File: config.mk
export PLATFORM = sky130hd
export DESIGN_NAME = hazard_unit
export DESIGN_NICKNAME = d
export VERILOG_FILES = /design/src/rtl/hazard_unit.sv
export SDC_FILE = /design/constraint.sdc
export NUM_CORES = 1
export LEC_CHECK = 0
export CORE_MARGIN = 3
export CORE_UTILIZATION = 35
export CTS_CLUSTER_SIZE = 24
export DETAILED_ROUTE_END_ITERATION = 10
export HOLD_SLACK_MARGIN = 0.15
export PLACE_DENSITY = 0.68
export SLEW_MARGIN = 25
export SYNTH_ARGS = -nofsm -noshare
export SYNTH_HDL_FRONTEND = slang
export SYNTH_SLANG_ARGS = --single-unit
File: constraint.sdc
create_clock -name clk -period 2.3 [get_ports clk]
set_input_delay 0.46 -clock clk [delete_from_list [all_inputs] [get_ports clk]]
set_output_delay 0.46 -clock clk [all_outputs]
set_load 0.005 [all_outputs]
File: src/rtl/hazard_unit.sv
// Hazard detection and forwarding control for a 5-stage MIPS pipeline, with saturating event counters.
// Optional build macro HAZARD_R0_GUARD_EN: register $0 never matches, so it never forwards and never stalls.
module hazard_unit #(
    parameter int REG_W = 6,
    parameter int CNT_W = 16
) (
    input  logic             clk,
    input  logic             reset,
    input  logic [REG_W-1:0] RsD,
    input  logic [REG_W-1:0] RtD,
    input  logic [REG_W-1:0] RsE,
    input  logic [REG_W-1:0] RtE,
    input  logic [REG_W-1:0] WriteRegE,
    input  logic [REG_W-1:0] WriteRegM,
    input  logic [REG_W-1:0] WriteRegW,
    input  logic             RegWriteE,
    input  logic             RegWriteM,
    input  logic             RegWriteW,
    input  logic             MemToRegE,
    input  logic             MemToRegM,
    input  logic             BranchD,
    output logic             StallF,
    output logic             StallD,
    output logic             ForwardAD,
    output logic             ForwardBD,
    output logic             FlushE,
    output logic [1:0]       ForwardAE,
    output logic [1:0]       ForwardBE,
    output logic [CNT_W-1:0] StallCount,
    output logic [CNT_W-1:0] FwdCount
);

    localparam logic [CNT_W-1:0] CNT_MAX = {CNT_W{1'b1}};
    localparam logic [CNT_W-1:0] CNT_ONE = {{(CNT_W-1){1'b0}}, 1'b1};

    function automatic logic reg_match(input logic [REG_W-1:0] a, input logic [REG_W-1:0] b);
`ifdef HAZARD_R0_GUARD_EN
        return (a == b) && (a != {REG_W{1'b0}});
`else
        return (a == b);
`endif
    endfunction

    function automatic logic [1:0] fwd_sel(input logic [REG_W-1:0] src,
                                           input logic rw_m, input logic [REG_W-1:0] wr_m,
                                           input logic rw_w, input logic [REG_W-1:0] wr_w);
        if (rw_m && reg_match(src, wr_m)) begin
            return 2'b10;
        end else if (rw_w && reg_match(src, wr_w)) begin
            return 2'b01;
        end else begin
            return 2'b00;
        end
    endfunction

    logic       lwstall_s;
    logic       branchstall_s;
    logic       stall_s;
    logic       fwd_any_s;
    logic [1:0] fwd_ae_s;
    logic [1:0] fwd_be_s;
    logic       fwd_ad_s;
    logic       fwd_bd_s;

    logic [CNT_W-1:0] stall_cnt_q, stall_cnt_d;
    logic [CNT_W-1:0] fwd_cnt_q,   fwd_cnt_d;

    // Hazard decode; reset forces every hazard output low without waiting for a clock edge.
    always_comb begin
        lwstall_s     = 1'b0;
        branchstall_s = 1'b0;
        fwd_ae_s      = 2'b00;
        fwd_be_s      = 2'b00;
        fwd_ad_s      = 1'b0;
        fwd_bd_s      = 1'b0;
        if (!reset) begin
            fwd_ae_s      = fwd_sel(RsE, RegWriteM, WriteRegM, RegWriteW, WriteRegW);
            fwd_be_s      = fwd_sel(RtE, RegWriteM, WriteRegM, RegWriteW, WriteRegW);
            fwd_ad_s      = RegWriteM && reg_match(RsD, WriteRegM);
            fwd_bd_s      = RegWriteM && reg_match(RtD, WriteRegM);
            lwstall_s     = MemToRegE && (reg_match(RsD, RtE) || reg_match(RtD, RtE));
            branchstall_s = BranchD &&
                            ((RegWriteE && (reg_match(WriteRegE, RsD) || reg_match(WriteRegE, RtD))) ||
                             (MemToRegM && (reg_match(WriteRegM, RsD) || reg_match(WriteRegM, RtD))));
        end else begin
            lwstall_s     = 1'b0;
            branchstall_s = 1'b0;
        end
        stall_s   = lwstall_s || branchstall_s;
        fwd_any_s = (fwd_ae_s != 2'b00) || (fwd_be_s != 2'b00) || fwd_ad_s || fwd_bd_s;
    end

    // Saturating next-state for both event counters.
    always_comb begin
        stall_cnt_d = stall_cnt_q;
        fwd_cnt_d   = fwd_cnt_q;
        if (stall_s && (stall_cnt_q != CNT_MAX)) begin
            stall_cnt_d = stall_cnt_q + CNT_ONE;
        end else begin
            stall_cnt_d = stall_cnt_q;
        end
        if (fwd_any_s && (fwd_cnt_q != CNT_MAX)) begin
            fwd_cnt_d = fwd_cnt_q + CNT_ONE;
        end else begin
            fwd_cnt_d = fwd_cnt_q;
        end
    end

    // Counter registers, cleared by synchronous reset.
    always_ff @(posedge clk) begin
        if (reset) begin
            stall_cnt_q <= {CNT_W{1'b0}};
            fwd_cnt_q   <= {CNT_W{1'b0}};
        end else begin
            stall_cnt_q <= stall_cnt_d;
            fwd_cnt_q   <= fwd_cnt_d;
        end
    end

    assign StallF     = stall_s;
    assign StallD     = stall_s;
    assign FlushE     = stall_s;
    assign ForwardAE  = fwd_ae_s;
    assign ForwardBE  = fwd_be_s;
    assign ForwardAD  = fwd_ad_s;
    assign ForwardBD  = fwd_bd_s;
    assign StallCount = stall_cnt_q;
    assign FwdCount   = fwd_cnt_q;

endmodule

==> results of run 1 <==
## metal layers
metal	wire, µm	global-route usage	vias up
met2	4096	0.3387	100
met5	0	0	-
met4	137	0.07578	0
met1	3400	0.2501	1316
li1	-	-	1364
met3	483	0.04608	12
## worst max-delay path: cells and delay by family
kind	cells	cell delay [ns]
compound gates	3	0.49
xor+xnor	1	0.17
buf+inv	4	0.54
simple gates	3	0.91
## state kept, by name (all words and copies together) (netlist names)
signal and count:
StallCount 16, FwdCount 16
## placed cells by master (no fill, tap or decap), types with 4 or more instances in the layout
cell and n:
xor2_2 9, o31ai_2 6, buf_6 22, dlygate4sd2_1 16, buf_2 14, nand2b_1 5, a31o_1 4, buf_4 55
xnor2_1 29, nand2_1 16, nor2b_1 5, mux2_1 5, nor4_2 6, o21ai_1 6, dfxtp_1 32, clkbuf_8 5
nor3_1 4, and4_1 5, clkdlybuf4s50_1 40, or4_1 7, nand4_1 11, clkbuf_2 6, a21oi_1 16, xor2_1 23
and3_1 5, nand3_1 13, nor2_1 28
## final cells by class
type | instances | area share
clock buffer | 6 | 0.01705
clock inverter | 2 | 0.008233
inverter | 2 | 0.001764
multi-input combinational | 249 | 0.4752
sequential | 32 | 0.1505
tap | 77 | 0.02264
timing repair buffer | 159 | 0.3246
## path summary, 6_finish.rpt
kind                                endpoint  slack [ns]          from
worst max-delay path             FwdCount[3]       -0.06  WriteRegM[0]
worst min-delay path             FwdCount[5]        0.50   FwdCount[5]
worst min register to register   FwdCount[5]        0.50   FwdCount[5]
worst max register to register  FwdCount[15]        0.10   FwdCount[4]
## kinds of logic (layout without fill, tap and decap cells)
family                   Yosys count  count (layout)  synth area share
XOR/XNOR                          65              65            0.2365
AO/OA/AOI/OAI                     48              49            0.1377
flip-flops                        32              32            0.2661
adder cells (fa/ha/maj)            2               2           0.01039
multiplexers                       7               7           0.03170
buffers and inverters             15             169           0.03066
AND/OR/NAND/NOR                  126             126            0.2869
## power breakdown
part	total, W	switching [W]	leakage (nW)	internal [W]
clock	0.000534	0.000212	0.0552	0.000321
sequential	0.000557	0.00000166	0.258	0.000555
combinational	0.000390	0.000185	1.34	0.000205
## repair_timing
item / in CTS / in global routing
pin swaps: 39 / 38
setup endpoints to repair: 41 / 32
cloned: 1 / 1
endpoints found under the hold margin: 0 / 0
gates resized for setup: 170 / 58
buffers inserted: 21 / 3
## metrics by stage
step | util | cell area, µm²
after floorplan | - | 2420
after global placement | 0.5725 | 3719
after detailed placement | 0.5725 | 3719
after CTS | 0.6251 | 4060
after global routing | 0.6552 | 4255
final | 0.6552 | 4255
==> impl_results.md, run 1 <==
- Status: complete, but fails checks
- Failing checks: setup timing
- Grt ovf: 0
- Slew Limit Fails: 0
- Syn. warnings: 0
- Arrival time worst endpoint: between 2 and 3 ns
- Worst hold path class: reg -> reg
- Share of layout cells above drive strength 1: 0.3422
- PnR worst setup slack: -0.05629 ns
- Async set-reset flop share out of synthesis: 0
- Filler cells: between 500 and 600
- Vias: about 2800
- Worst-path clk slew: 0.07 ns
- Htree depth: 2
- Final hold vios: 0
- Crit path kind: in -> reg
- Max Fclk: between 400 and 500 MHz
- Critical-path cell list: buf_8 > buf_6 > xor2_2 > nor4_2 > nand3_1 > buf_4 > a41oi_4 > buf_12 > o21ai_4 > or4_1 > a21oi_1
- Sequential cell area: 640.6 µm²
- Nets@finish: about 500
- Synthesized area: around 2400 µm²
- # diodes: 0
- Power Density: approximately 350 nW/µm²
- Clock tree sinks: 32
- Core ar.: ~6500 µm²
- Worst-path fanout max: 4
- Final wirelength: a little over 8 mm
- Ports: 91
- Final setup viols: 5
- Worst Tran Pin Value: roughly 0.60 ns
- Die Height: 88.94 µm
- Hold depth: 2
- Drc violations: 0
- Final Non-Filler Cells: approximately 530
- Site row count: 29
- Min Hold Slack: between 0.5 and 0.6 ns
- TritonCTS buffer count: 5
- Most frequent cell after synthesis: xor2_1
- CP max-delay cell: or4_1
- Routed WL per cell: between 15 and 20 µm
- EDFF count, synth: 0
- Clk Latency, worst-skew pair: roughly 0.28 ns
- Die W: 88.94 µm
- Yosys reg bits: 32
- Drt pass-1 iters: 4
- Library cells used by synthesis: 42
- Largest net degree at the start of global routing: 42
- Max IR drop VDD: between 200 and 250 µV
- First-pass GRT wire length: around 13 mm
- Initial Util: 0.3706
- Initial antenna violation count: 0
- Drt initial violations: between 100 and 150
- Skew final: 0.005237 ns
- CTS root buffer: clkbuf_8
- Clock tree buffer depth: 2
- Max_cap viols: 0
- Cts hold-fix bufs: 0
- Inst Count DP: between 400 and 500
- Slew HR: 0.5985
- Synth area leader: dfxtp_1
- CTS tree: done
- R2R depth: 7
- Synth-to-Final Area Change: 76.77%
- Syn avg cell area: roughly 8 µm²
- Crit path time final: approximately 2.4 ns
- GRT Overall Usage: 0.2011
- Sequential area share after synthesis: 0.2661
- Die area: between 7000 and 8000 µm²
- RSZ-0062 raised after global routing: true
- Port Buffer Count: 90
- Crit path launch type: input pin
- Most area-consuming cells after synthesis: dfxtp_1 27%, xor2_1 12%, xnor2_1 12%
- Post-synth top flop: dfxtp_1
- Period utilisation layout: 1.024
- Worst setup slack after placement: -0.8519 ns
- Area of the multi-input gates: around 2000 µm²
- Cells after Synth: between 200 and 300
- Max incr delay on CP: between 0.4 and 0.5 ns
- TNS Setup: -0.1248 ns
- Post-synth top cells: 33 x xor2_1, 32 x dfxtp_1, 32 x nor2_1, 32 x xnor2_1, 18 x a21oi_1
- GP Congestion: about 0.92
- Mapped Nets: between 300 and 400
- Lkg Pwr: 1.649 nW
- Post-DP HPWL: around 5.7 mm
- Vias per cell: 5.298
- Number of global-route vias before repair: 2772
- Final ANT Viol Nets: 0
- Critical Path RT: roughly 2.5 ns
- Nature of the critical path endpoint: flip-flop
- Total chip power: 0.001480 W
- Post-synth top area share: 0.2661
Power figures use the tool's default switching activity.
==> run 2: changes to the inputs <==
--- a/config.mk
+++ b/config.mk
@@ -6,11 +6,11 @@
 export NUM_CORES = 1
 export LEC_CHECK = 0
 export CORE_MARGIN = 3
-export CORE_UTILIZATION = 35
+export CORE_UTILIZATION = 40
 export CTS_CLUSTER_SIZE = 24
 export DETAILED_ROUTE_END_ITERATION = 10
 export HOLD_SLACK_MARGIN = 0.15
-export PLACE_DENSITY = 0.68
+export PLACE_DENSITY = 0.77
 export SLEW_MARGIN = 25
 export SYNTH_ARGS = -nofsm -noshare
 export SYNTH_HDL_FRONTEND = slang
==> run 2 against run 1 <==
The run still ends with setup timing left. Critical path depth unchanged. Non-clock buffer count decreased by 7. Global-route usage increased by 1.6 points. Routed wire length decreased by 1.7%. Sequential power about the same. Largest cell class unchanged. Total power decreased by 4.4%. Design area about the same. Clock skew about the same. Hold slack got worse by 0.014 ns. Combinational power increased by 4%. Highest routed layer unchanged. Register-to-register slack improved by 0.06 ns. Critical path type unchanged. Core utilization increased by 9.5 points.
==> impl_results.md, run 2 (synthesized netlist as in run 1, its figures left out) <==
- Area of the multi-input gates: 2027 µm² (+0.25%)
- Skew final: 0.005517 ns (+0.0002803 ns)
- Power Density: 332.3 nW/µm² (-4.5%)
- TritonCTS buffer count: 5 (unchanged)
- CTS tree: done
- R2R depth: 7 (unchanged)
- Crit path kind: in -> reg
- Slew Limit Fails: 0 (unchanged)
- Commonest non-fill, non-tap cell in the layout: buf_4
- Max incr delay on CP: 0.52 ns (+0.05 ns)
- Final ANT Viol Nets: 0 (unchanged)
- Max Fclk: 424.2 MHz (about the same)
- P_sw: 0.0003991 W (+0.12%)
- Total chip power: 0.001416 W (-4.4%)
- Crit path launch type: input pin
- Comb pwr share: 0.287 (+0.024)
- Status: complete, but fails checks
- Sequential cell area: 640.6 µm² (unchanged)
- Grt ovf: 0 (unchanged)
- Drt pass-1 iters: 4 (unchanged)
- Seq pwr share: 0.394 (+0.018)
- Period utilisation layout: 1.025 (about the same)
- Max_cap viols: 0 (unchanged)
- Port Buffer Count: 90 (unchanged)
- Clock tree sinks: 32 (unchanged)
- Final hold vios: 0 (unchanged)
- Critical Path RT: 2.52 ns (about the same)
- Final setup viols: 9 (+4)
- Share of layout cells above drive strength 1: 0.3521 (+0.009922)
- Routed WL per cell: 15.49 µm (+0.58%)
- Min Hold Slack: 0.4872 ns (-0.01401 ns)
- Vias per cell: 5.379 (+1.5%)
- Worst r2r dst: FwdCount[15]
- TNS Setup: -0.2579 ns (-0.1331 ns)
- Worst hold path class: reg -> reg
- Vias: 2770 (-0.79%)
- Largest net degree at the start of global routing: 44 (+4.8%)
- Filler cells: 405 (-21%)
- CTS root buffer: clkbuf_8
- Initial Util: 0.4242 (+0.05352)
- Post-DP HPWL: 5.649 mm (-1.6%)
- Failing checks: setup timing
- First-pass GRT wire length: 12.59 mm (-0.82%)
- Reg-to-Reg Start: FwdCount[4]
- Nature of the critical path endpoint: flip-flop
- Die W: 83.58 µm (-6.0%)
- CP Capture Point: FwdCount[13]
- Initial antenna violation count: 0 (unchanged)
- R2R Setup Slk: 0.16 ns (+0.06 ns)
- Worst Tran Pin Value: 0.4932 ns (-0.1076 ns)
- Lkg Pwr: 1.622 nW (-1.7%)
- GP Congestion: 0.9185 (+0.24%)
- Nets@finish: 494 (-1.4%)
- Most frequent CP cell: buf_6
- CP max-delay cell: or4_1
- # diodes: 0 (unchanged)
- Ports: 91 (unchanged)
- Core ar.: 5675 µm² (-13%)
- Die Height: 83.58 µm (-6.0%)
- Drc violations: 0 (unchanged)
- Worst-path clk slew: 0.07 ns (about the same)
- Critical-path cell list: buf_8 > buf_6 > xor2_2 > nor4_2 > nand3_1 > buf_4 > a41oi_4 > buf_6 > o21ai_4 > or4_1 > a21oi_1
- Clock tree buffer depth: 2 (unchanged)
- Max IR drop VDD: 401.9 µV (+67%)
- Start point of the critical path: RtE[0]
- Cts hold-fix bufs: 0 (unchanged)
- GRT Overall Usage: 0.2167 (+0.01567)
- Switching Fraction: 0.2819 (+0.01268)
- Fin util: 0.7504 (+0.09527)
- PnR worst setup slack: -0.05743 ns (-0.001140 ns)
- Slew HR: 0.6704 (+0.07191)
- Drt initial violations: 133 (-6.3%)
- Site row count: 27 (-6.9%)
- Crit path time final: 2.357 ns (+0.001140 ns)
- Number of global-route vias before repair: 2747 (-0.90%)
- Clock power frac: 0.320 (-0.041)
- Arrival time worst endpoint: 2.58 ns (about the same)
- Final wirelength: 7.979 mm (-1.7%)
- Worst-path fanout max: 6 (+2)
- Power Internal: 0.001016 W (-6.0%)
- Synth-to-Final Area Change: 76.92% (about the same)
- RSZ-0062 raised after global routing: true
- Clk Latency, worst-skew pair: 0.29 ns (about the same)
- Htree depth: 2 (unchanged)
- Commonest non-fill, non-tap cells in the layout: 50 x buf_4, 38 x clkdlybuf4s50_1, 32 x dfxtp_1, 31 x xnor2_1
- Die area: 6985 µm² (-12%)
run 2: cell count changes in the layout (fill, tap and decap cells not counted), sizes merged:
| cell | change |
|---|---|
| clkinv | -1 |
| clkdlybuf4s50 | -2 |
| bufinv | -1 |
| clkdlybuf4s15 | +6 |
| dlymetal6s2s | +1 |
| dlygate4sd2 | -9 |
| buf | -3 |
| clkbuf | +2 |
run 2: through the flow:
| stage | instances | cell area, µm² | setup slack (ns) |
|---|---|---|---|
| after floorplan | 295 | 2420 | 0.01794 |
| after global placement | 494 | 3720 | -0.8600 |
| after detailed placement | 494 | 3720 | -0.8906 |
| after CTS | 519 | 4073 | -0.1087 |
| after global routing | 515 | 4259 | -0.1605 |
| final | 515 | 4259 | -0.05743 |
run 2: final cells by class:
cell class,count,share of cell area
clock buffer,8,0.02115
inverter,2,0.001763
tap,72,0.02115
timing repair buffer,152,0.3296
sequential,32,0.1504
multi-input combinational,249,0.4759
run 2: how the worst min path moves through the flow:
stage	start	endpoint	slack, ns	cells after the start
3_3_place_gp	FwdCount[5]	FwdCount[5]	0.47	2
5_1_grt	FwdCount[5]	FwdCount[5]	0.54	2
6_report	FwdCount[5]	FwdCount[5]	0.49	2
2_1_floorplan	FwdCount[9]	FwdCount[9]	0.48	2
3_5_place_dp	FwdCount[5]	FwdCount[5]	0.48	2
4_1_cts	FwdCount[5]	FwdCount[5]	0.50	2
run 2: worst max-delay path, delay by kind of cell:
kind / cells / cell delay [ns]
simple gates: 3 / 1.00
buf+inv: 4 / 0.53
compound gates: 3 / 0.41
xor+xnor: 1 / 0.17
run 2: per-layer routing:
metal | track usage | vias up | wire length, µm
met1 | 0.2515 | 1285 | 3199
met2 | 0.3731 | 114 | 3922
li1 | - | 1352 | -
met5 | 0 | - | 0
met4 | 0.1023 | 0 | 286
met3 | 0.05133 | 19 | 571
run 2: what timing repair did:
item	in CTS	in global routing
gates cloned	1	0
resized for setup	216	61
pin swaps	46	34
buffers inserted	17	4
setup endpoints to repair	41	23
run 2: power by group through the flow:
| stage | Combinational [W] | Sequential, W | Clock [W] |
|---|---|---|---|
| 6_report | 0.000406 | 0.000557 | 0.000453 |
| 5_1_grt | 0.000434 | 0.000557 | 0.000478 |
| 4_1_cts | 0.000363 | 0.000557 | 0.000462 |
| 3_5_place_dp | 0.000336 | 0.000570 | 0 |
| 3_3_place_gp | 0.000329 | 0.000569 | 0 |
| 2_1_floorplan | 0.000136 | 0.000570 | 0 |
